## src/rtl/pma_region_responder.sv

```systemverilog
// Single-region register responder: 7 R/W words plus a free-running cycle counter.
// Build option: define PMA_RESP_REGION_ERR_EN to flag region misses with o_resp_err.
module pma_region_responder #(
    parameter logic [47:0] BAR  = 48'h000010000000,
    parameter logic [47:0] MASK = 48'h0000000fffff
) (
    input  logic        i_clk,
    input  logic        i_rst,
    input  logic        i_req_valid,
    output logic        o_req_ready,
    input  logic        i_req_write,
    input  logic [47:0] i_req_addr,
    input  logic [63:0] i_req_wdata,
    input  logic [7:0]  i_req_wstrb,
    output logic        o_resp_valid,
    input  logic        i_resp_ready,
    output logic [63:0] o_resp_rdata,
    output logic        o_resp_err
);

`ifdef PMA_RESP_REGION_ERR_EN
    localparam logic MISS_ERR = 1'b1;
`else
    localparam logic MISS_ERR = 1'b0;
`endif

    typedef enum logic [1:0] {
        ST_IDLE,
        ST_ACCESS,
        ST_RESP
    } state_t;

    state_t      state_q, state_d;
    logic        write_q;
    logic [47:0] addr_q;
    logic [63:0] wdata_q;
    logic [7:0]  wstrb_q;
    logic [63:0] regs_q [7];
    logic [63:0] cnt_q;
    logic [63:0] rdata_q, rdata_d;
    logic        err_q, err_d;

    logic [63:0] bank [8];
    logic [47:0] offset;
    logic [2:0]  word;
    logic        hit;
    logic        in_range;
    logic        reg_wr;

    assign offset   = addr_q & MASK;
    assign hit      = (addr_q & ~MASK) == BAR;
    assign in_range = hit && (offset < 48'h40);
    assign word     = addr_q[5:3];

    always_comb begin
        for (int i = 0; i < 7; i++) bank[i] = regs_q[i];
        bank[7] = cnt_q;
    end

    always_comb begin
        state_d = state_q;
        rdata_d = rdata_q;
        err_d   = err_q;
        reg_wr  = 1'b0;
        case (state_q)
            ST_IDLE: begin
                if (i_req_valid) state_d = ST_ACCESS;
            end
            ST_ACCESS: begin
                state_d = ST_RESP;
                rdata_d = '0;
                err_d   = 1'b0;
                if (!hit) begin
                    err_d = MISS_ERR;
                end else if (in_range) begin
                    // Word 7 is the counter: reads see it, writes fall on the floor.
                    if (write_q) reg_wr = (word != 3'd7);
                    else         rdata_d = bank[word];
                end
            end
            ST_RESP: begin
                if (i_resp_ready) state_d = ST_IDLE;
            end
            default: state_d = ST_IDLE;
        endcase
    end

    // NOTE: sequential state uses non-blocking assignments so every register
    // samples the values from before the edge, independent of block order.
    always_ff @(posedge i_clk) begin
        if (i_rst) begin
            state_q <= ST_IDLE;
            cnt_q   <= '0;
            rdata_q <= '0;
            err_q   <= 1'b0;
        end else begin
            state_q <= state_d;
            cnt_q   <= cnt_q + 64'd1;
            rdata_q <= rdata_d;
            err_q   <= err_d;
        end
    end

    // NOTE: the register words are architecturally visible after reset and must
    // clear, so this small bank is reset explicitly rather than left to RAM.
    always_ff @(posedge i_clk) begin
        if (i_rst) begin
            for (int i = 0; i < 7; i++) regs_q[i] <= '0;
        end else if (reg_wr) begin
            for (int i = 0; i < 7; i++) begin
                if (word == i[2:0]) begin
                    for (int b = 0; b < 8; b++) begin
                        if (wstrb_q[b]) regs_q[i][8*b +: 8] <= wdata_q[8*b +: 8];
                    end
                end
            end
        end
    end

    // NOTE: captured request fields are only consumed after a valid capture,
    // so they carry no reset.
    always_ff @(posedge i_clk) begin
        if (state_q == ST_IDLE && i_req_valid) begin
            write_q <= i_req_write;
            addr_q  <= i_req_addr;
            wdata_q <= i_req_wdata;
            wstrb_q <= i_req_wstrb;
        end
    end

    assign o_req_ready  = (state_q == ST_IDLE);
    assign o_resp_valid = (state_q == ST_RESP);
    assign o_resp_rdata = rdata_q;
    assign o_resp_err   = err_q;

endmodule

```

## config.mk

```make
export PLATFORM = sky130hd
export DESIGN_NAME = pma_region_responder
export DESIGN_NICKNAME = d
export VERILOG_FILES = /design/src/rtl/pma_region_responder.sv
export SDC_FILE = /design/constraint.sdc
export NUM_CORES = 1
export LEC_CHECK = 0
export ABC_AREA = 1
export CORE_MARGIN = 2
export CORE_UTILIZATION = 25
export DETAILED_ROUTE_END_ITERATION = 10
export MAX_ROUTING_LAYER = met4
export PLACE_DENSITY = 0.36
export SLEW_MARGIN = 20
export SYNTH_ARGS = -nofsm -noshare
export SYNTH_HDL_FRONTEND = slang
export SYNTH_SLANG_ARGS = --single-unit
```

## constraint.sdc

```tcl
create_clock -name i_clk -period 12.95 [get_ports i_clk]
set_clock_uncertainty 0.15 [all_clocks]
set_input_delay 2.59 -clock i_clk [delete_from_list [all_inputs] [get_ports i_clk]]
set_output_delay 2.59 -clock i_clk [all_outputs]
set_load 0.02 [all_outputs]
```

==> results of run 1 <==
-- per-layer routing --
| layer | GRT usage (%) | up-vias | wire [µm] |
|---|---|---|---|
| li1 | - | 11929 | - |
| met1 | 20.62 | 10850 | 47080 |
| met2 | 25.40 | 373 | 46520 |
| met3 | 2.611 | 131 | 3790 |
| met4 | 4.301 | 0 | 2331 |
| met5 | - | - | 0 |
-- final cells by class --
type	instances	area share, %
inverter	115	1.168
timing repair buffer	226	5.685
antenna	1	0.006542
multi-input combinational	2626	28.75
sequential	696	51.23
clock buffer	127	6.627
tap	1650	5.397
clock inverter	40	1.132
-- report_power, final --
part	internal, µW	switching (µW)
clock	1520	1020
sequential	2500	25.3
combinational	92.9	260
-- logic make-up (layout without fill, tap and decap cells) --
family          Yosys count  in the layout  share of synthesized area, %
flops                   696            696                         62.02
other cells               1              2                       0.01187
fa+ha+maj                 1              1                       0.03959
xor+xnor                 13             13                        0.3603
simple gates           2468           2468                         31.97
compound gates          143            143                         2.324
buf+inv                 271            508                         3.270
-- worst paths after layout --
kind	start	end	slack, ps	cells after the start
worst max register to register	addr_q[4]	regs_q[5][52]	8860	8
worst min register to register	o_resp_rdata[43]	o_resp_rdata[43]	310	2
worst min-delay path	o_resp_rdata[43]	o_resp_rdata[43]	310	2
worst max-delay path	i_rst	regs_q[4][36]	7940	6
-- sequential cells by signal (all words and copies together), names as in the netlist --
signal        count
regs_q          448
addr_q           45
wstrb_q           8
wdata_q          64
state_q           2
o_resp_rdata     64
cnt_q            64
write_q           1
-- critical path, stage by stage --
cell and delay [ps]:
buf_4 320, inv_6 460, buf_4 640, buf_4 590, nand2_1 450, nor2_1 200
-- metrics by stage --
step                instance area, µm²  utilization (%)  setup WS (ps)  cells  hold slack [ps]
finish                           38250            30.46           7945   5481            313.1
CTS                              38250            30.46           7763   5480            314.1
floorplan                        31600                -           1475   3593            293.0
global placement                 35280            28.10           7005   5313            305.4
detailed placement               35280            28.10           7004   5313            304.5
global route                     38250            30.46           7715   5480            336.2
-- cell usage after synthesis (3+ instances only) --
library cell,count,share of area (%)
o21ai_0,31,0.49
nand3_1,26,0.41
inv_1,112,1.3
xor2_1,11,0.30
edfxtp_1,566,54
nor3_1,6,0.095
a21oi_1,110,1.7
nor2_8,8,0.51
nand2_1,1713,20
nand2_4,48,1.7
dfxtp_1,130,8.2
or2_2,18,0.36
nor2_1,556,6.6
buf_2,7,0.11
inv_2,3,0.036
nand4_1,80,1.6
nor2_2,5,0.099
buf_1,15,0.18
clkbuf_1,132,1.6
==> impl_metrics.yaml, run 1 <==
power:
  leakage_uw: 0.01580
  ir_drop_uv: 101.8
  p_per_area_nw_per_um2: 141.6
  power_uw: 5415
global_routing:
  grt.overflow.total: 0
  grt_pass1_vias: 23610
  antenna_found_initial: 0
  grt_start_max_net_pins: 79
  grt_usage_pct: 15.81
  grt_pass1_wl_um: 150300
clocking:
  cts_max_level: 3
  postCtsSetupRepairBufs: 0
  clk_latency_ps: 700
  holdBufCountCts: 0
  cts_resized: 0
  cts_root_buffer: "clkbuf_16"
  cts_tree: "yes"
  numCtsBuffers: 90
  cts.clk_slew.worst_paths_ps: 60
  clock_sinks: 696
  cts_buffer_depth: 3
synth:
  synth_cells: 3593
  syn_avg_cell_area_um2: 8.795
  synth-edff-count: 566
  synth-async-reset-ratio_pct: 0
  ys.flop_type: "edfxtp_1"
  syn_nets: 3719
  ys_warn_count: 0
  synth_area_um2: 31600
  seq_area_frac_synth_pct: 62.02
  ys_seq_elements: 696
  ys_types: 33
timing:
  post-route-min-period_ps: 5005
  setup-tns-final_ps: 0
  rsz0062_at_grt: "false"
  relSlewSlack_pct: 32.46
  fmax_mhz: 199.8
  fin_crit_sh_pct: 38.65
  hold_viol: 0
  finalMaxSlewViolations: 0
  finalSetupViolCount: 0
  tightest_slew_ps: 1012
worst_hold_path:
  hold_path_class: "reg -> reg"
setup_path:
  arrival_ps: 5390
  cp_data_required_time_ps: 13330
  start_kind: "input port"
  worst-setup-path-type: "in -> reg"
  crit_fanout: 56
  end_kind: "flip-flop"
drt:
  drc: 0
  first_pass_iters: 5
  viasPerCell: 4.248
  wl_per_cell_um: 18.19
  drtIter0Drc: 1283
  vias: 23283
  final_antenna_net_count: 0
  wirelength_um: 99730
layout:
  fill_cells: 13309
  multi_input_comb_area_um2: 11000
  seqCellArea_um2: 19600
  nets: 3881
  synthToLayoutAreaGrowth_pct: 21.06
  final_cell_mix: "1,712 x nand2_1, 566 x edfxtp_1, 555 x nor2_1"
  final_common_cell: "nand2_1"
  layout-drive-gt1-share_pct: 6.710
die:
  start_util_pct: 25.17
  coreArea_um2: 125600
  die_w_um: 359.5
  rows: 130
  dieArea_um2: 129300
  die_h_um: 359.5
  ioPinCount: 192
placement:
  place.gp.congestion: 0.8728
  port_buffers: 187
  dp_hpwl_um: 65910
outcome:
  status: "finished, final reports clean"
job:
  cap_violations: 0
Power figures use the tool's default switching activity.
==> run 2: changes to the inputs <==
==> constraint.sdc (replaced) <==
create_clock -name i_clk -period 5.24 [get_ports i_clk]
set_clock_uncertainty 0.15 [all_clocks]
set_input_delay 1.048 -clock i_clk [delete_from_list [all_inputs] [get_ports i_clk]]
set_output_delay 1.048 -clock i_clk [all_outputs]
set_load 0.02 [all_outputs]
==> impl_metrics.yaml, run 2 (synthesis results as in run 1) <==
setup_path:
  end_kind: "primary output"
  cp_cell_sequence: "inv_1 -> nor2_1 -> clkdlybuf4s50_1"
  arrival_ps: 2100
  slowest_stage: "clkdlybuf4s50_1"
  worstSetupStartpoint: "state_q[1]"
  start_kind: "flip-flop"
  critPathTopFamily: "buffers and inverters"
  worst-setup-path-type: "reg -> out"
  reg2reg_from: "addr_q[3]"
  critPathBufInv: 2
  ff2ff_path_depth: 5
  cp_data_required_time_ps: 4040
  max_stage_delay_ps: 630
  crit_fanout: 4
  r2r-end: "regs_q[5][37]"
  rrSetupSlack_ps: 2060
die:
  start_util_pct: 25.17
  die_w_um: 359.5
  die_h_um: 359.5
  rows: 130
  ioPinCount: 192
  dieArea_um2: 129300
  coreArea_um2: 125600
worst_hold_path:
  holdCritStartpoint: "o_resp_rdata[3]"
  hold_depth: 2
  holdPathEnd: "o_resp_rdata[3]"
  hold_path_class: "reg -> reg"
timing:
  finalSetupViolCount: 0
  fin_crit_sh_pct: 62.99
  fmax_mhz: 303.0
  setup-tns-final_ps: 0
  post-route-min-period_ps: 3301
  tightest_slew_ps: 957.9
  relSlewSlack_pct: 36.14
  finalMaxSlewViolations: 0
  rsz0062_at_grt: "false"
  hold_viol: 0
  finalHoldWorstSlack_ps: 311.6
power:
  power_uw: 13120
  p_per_area_nw_per_um2: 342.7
  leakage_uw: 0.01582
  ir_drop_uv: 242.0
clocking:
  numCtsBuffers: 89
  cts.clk_slew.worst_paths_ps: 60
  cts_root_buffer: "clkbuf_16"
  cts_tree: "yes"
  cts_resized: 0
  clock_sinks: 696
  cts_buffer_depth: 3
  clk_latency_ps: 670
  postCtsSetupRepairBufs: 0
  holdBufCountCts: 0
  cts_max_level: 3
layout:
  nets: 3891
  largest_reg_flops: 448
  final_cell_mix: "1,712 x nand2_1, 566 x edfxtp_1, 555 x nor2_1"
  fill_cells: 13435
  fin_cells: 5492
  final_area_um2: 38280
  n_antenna_cell: 0
  final_common_cell: "nand2_1"
  synthToLayoutAreaGrowth_pct: 21.15
  layout-drive-gt1-share_pct: 7.106
  top_register: "regs_q"
placement:
  placed_cells: 5324
  dp_hpwl_um: 66690
  port_buffers: 187
  placed_area_um2: 35450
  place.gp.congestion: 0.8734
global_routing:
  grt_start_max_net_pins: 129
  grt_pass1_vias: 23874
  grt.overflow.total: 0
  grt_pass1_wl_um: 151300
  antenna_found_initial: 1
  grt_usage_pct: 15.85
drt:
  vias: 23601
  viasPerCell: 4.297
  drtIter0Drc: 1272
  wirelength_um: 100200
  final_antenna_net_count: 0
  first_pass_iters: 5
  wl_per_cell_um: 18.25
  drc: 0
outcome:
  status: "finished, final reports clean"
job:
  cap_violations: 0
run 2: worst max-delay path by stage:
| stage | endpoint | slack, ps | depth (start not counted) |
|---|---|---|---|
| finish | o_resp_valid | 1940 | 3 |
| global route | o_resp_rdata[49] | 1800 | 8 |
| CTS | o_resp_valid | 1870 | 3 |
| detailed placement | o_resp_rdata[49] | 2010 | 8 |
| global placement | o_resp_rdata[49] | 1990 | 8 |
| floorplan | addr_q[10] | 760 | 2 |
run 2: final cells by class:
class / count / area (µm²) / area share, %
multi-input cells: 2626 / 11010 / 28.75
repair buffers: 237 / 2332 / 6.092
flip-flops and latches: 696 / 19600 / 51.19
clock inverters: 34 / 272.8 / 0.7125
inverters: 115 / 446.7 / 1.167
clock buffers: 134 / 2562 / 6.693
well taps: 1650 / 2064 / 5.393
run 2: worst min-delay path: stages (launching register included):
cell	delay, ps
dfxtp_1	300
nand2_1	60
a21oi_1	50
run 2: power breakdown:
group,switching (µW),internal (µW),total (µW)
clock,2500,3490,5990
combinational,641,243,884
sequential,67.2,6180,6250
total,3210,9910,13100
run 2: metal layers:
layer  wire length, µm  share of wire [%]  global-route usage [%]  up-vias
met3              3791                3.8                   2.557      143
met1             46730                 47                   20.54    11123
li1                  -                  -                       -    11924
met5                 0                  0                       -        -
met4              2487                2.5                   4.284        0
met2             47210                 47                   25.69      411
run 2: through the flow:
stage	utilization (%)	setup slack (ps)
floorplan	-	763.3
global placement	28.23	1992
detailed placement	28.23	2011
CTS	30.49	1872
global route	30.49	1800
finish	30.49	1939
==> run 3: changes to the inputs <==
--- a/config.mk
+++ b/config.mk
@@ -10,7 +10,7 @@
 export CORE_UTILIZATION = 25
 export DETAILED_ROUTE_END_ITERATION = 10
 export MAX_ROUTING_LAYER = met4
-export PLACE_DENSITY = 0.36
+export PLACE_DENSITY = 0.38
 export SLEW_MARGIN = 20
 export SYNTH_ARGS = -nofsm -noshare
 export SYNTH_HDL_FRONTEND = slang
==> constraint.sdc (replaced) <==
create_clock -name i_clk -period 2.8 [get_ports i_clk]
set_clock_uncertainty 0.15 [all_clocks]
set_input_delay 0.56 -clock i_clk [delete_from_list [all_inputs] [get_ports i_clk]]
set_output_delay 0.56 -clock i_clk [all_outputs]
set_load 0.02 [all_outputs]
==> impl_metrics.yaml, run 3 (synthesis results as in run 1) <==
outcome:
  status: "finished, final reports clean"
global_routing:
  grt_usage_pct: 15.58
  grt_pass1_vias: 23973
  antenna_found_initial: 1
  grt_start_max_net_pins: 120
  grt_pass1_wl_um: 149100
  grt.overflow.total: 0
layout:
  final_cell_mix: "1,712 x nand2_1, 566 x edfxtp_1, 555 x nor2_1"
  nets: 4005
  synthToLayoutAreaGrowth_pct: 25.64
  largest_reg_flops: 448
  top_register: "regs_q"
  final_common_cell: "nand2_1"
  layout-drive-gt1-share_pct: 9.537
  fill_cells: 13347
placement:
  place.gp.congestion: 0.8790
  dp_hpwl_um: 67420
  port_buffers: 187
timing:
  fin_crit_sh_pct: 94.21
  finalHoldWorstSlack_ps: 291.4
  relSlewSlack_pct: 49.41
  post-route-min-period_ps: 2638
  finalSetupViolCount: 0
  fmax_mhz: 379.1
  hold_viol: 0
  rsz0062_at_grt: "false"
  setup-tns-final_ps: 0
  finalMaxSlewViolations: 0
  tightest_slew_ps: 758.8
die:
  rows: 130
  die_h_um: 359.5
  die_w_um: 359.5
  ioPinCount: 192
  start_util_pct: 25.17
  dieArea_um2: 129300
  coreArea_um2: 125600
power:
  leakage_uw: 0.01652
  ir_drop_uv: 380.1
  p_per_area_nw_per_um2: 623.2
setup_path:
  cp_cell_sequence: "buf_4 -> nor2_1 -> clkdlybuf4s50_1"
  start_kind: "flip-flop"
  slowest_stage: "clkdlybuf4s50_1"
  end_kind: "primary output"
  arrival_ps: 1930
  ff2ff_path_depth: 6
  crit_fanout: 5
  max_stage_delay_ps: 620
  cp_data_required_time_ps: 2090
  worst-setup-path-type: "reg -> out"
drt:
  wirelength_um: 97960
  final_antenna_net_count: 0
  drtIter0Drc: 1458
  first_pass_iters: 5
  drc: 0
  vias: 23682
  wl_per_cell_um: 17.48
  viasPerCell: 4.226
clocking:
  numCtsBuffers: 88
  clk_latency_ps: 660
  holdBufCountCts: 0
  postCtsSetupRepairBufs: 0
  cts_root_buffer: "clkbuf_16"
  cts.clk_slew.worst_paths_ps: 60
  clock_sinks: 696
  cts_max_level: 3
  cts_buffer_depth: 3
  cts_resized: 1
  cts_tree: "yes"
worst_hold_path:
  hold_path_class: "in -> reg"
  hold_depth: 1
job:
  cap_violations: 0
run 3: changes by cell type in the layout (fill, tap and decap cells not counted), sizes merged:
cell	delta
clkinv	+3
inv	-2
clkdlybuf4s50	-1
diode	+1
buf	+115
bufinv	+5
dlygate4sd2	+1
clkinvlp	-1
clkbuf	-9
run 3: worst max-delay path, delay by kind of cell, from the launching register on:
kind                   cells  cell delay, ps
and+or+nand+nor            1             120
DFF                        1             350
buffers and inverters      2             800
run 3: cell type report:
cell class	instances	area (µm²)	area share, %
tap	1650	2064	5.200
timing repair buffer	352	3745	9.432
antenna	1	2.502	0.006303
multi-input combinational	2626	11020	27.75
clock inverter	39	382.9	0.9644
clock buffer	125	2434	6.130
sequential	696	19600	49.37
inverter	115	459.2	1.157
run 3: per-layer routing:
layer | up-vias | global-route usage [%] | part of all wire, %
met5 | - | - | 0
met3 | 130 | 2.552 | 4.1
met2 | 405 | 25.08 | 47
li1 | 12166 | - | -
met4 | 0 | 3.765 | 2.1
met1 | 10981 | 20.48 | 47
run 3: worst paths after layout:
path	start	to	slack (ps)
hold / removal	i_req_wdata[43]	wdata_q[43]	290
setup reg to reg	addr_q[4]	regs_q[5][23]	270
setup / recovery	state_q[0]	o_req_ready	160
hold reg to reg	o_resp_rdata[19]	o_resp_rdata[19]	310
run 3: power breakdown:
part / internal (µW) / total [µW] / switching (µW)
combinational: 594 / 1820 / 1230
clock: 6680 / 11200 / 4560
sequential: 11600 / 11700 / 118
total: 18800 / 24700 / 5900
run 3: metrics by stage:
stage               total power, µW  worst slack (ps)  std cells  util (%)  cell area, µm²
CTS                           25210             94.42       5603     31.62           39700
global placement              13770             268.0       5439     29.37           36880
global route                  25780             60.48       5603     31.62           39700
floorplan                     12830             -1184       3593         -           31620
detailed placement            13780             269.3       5439     29.37           36880
finish                        24740             162.1       5604     31.62           39700
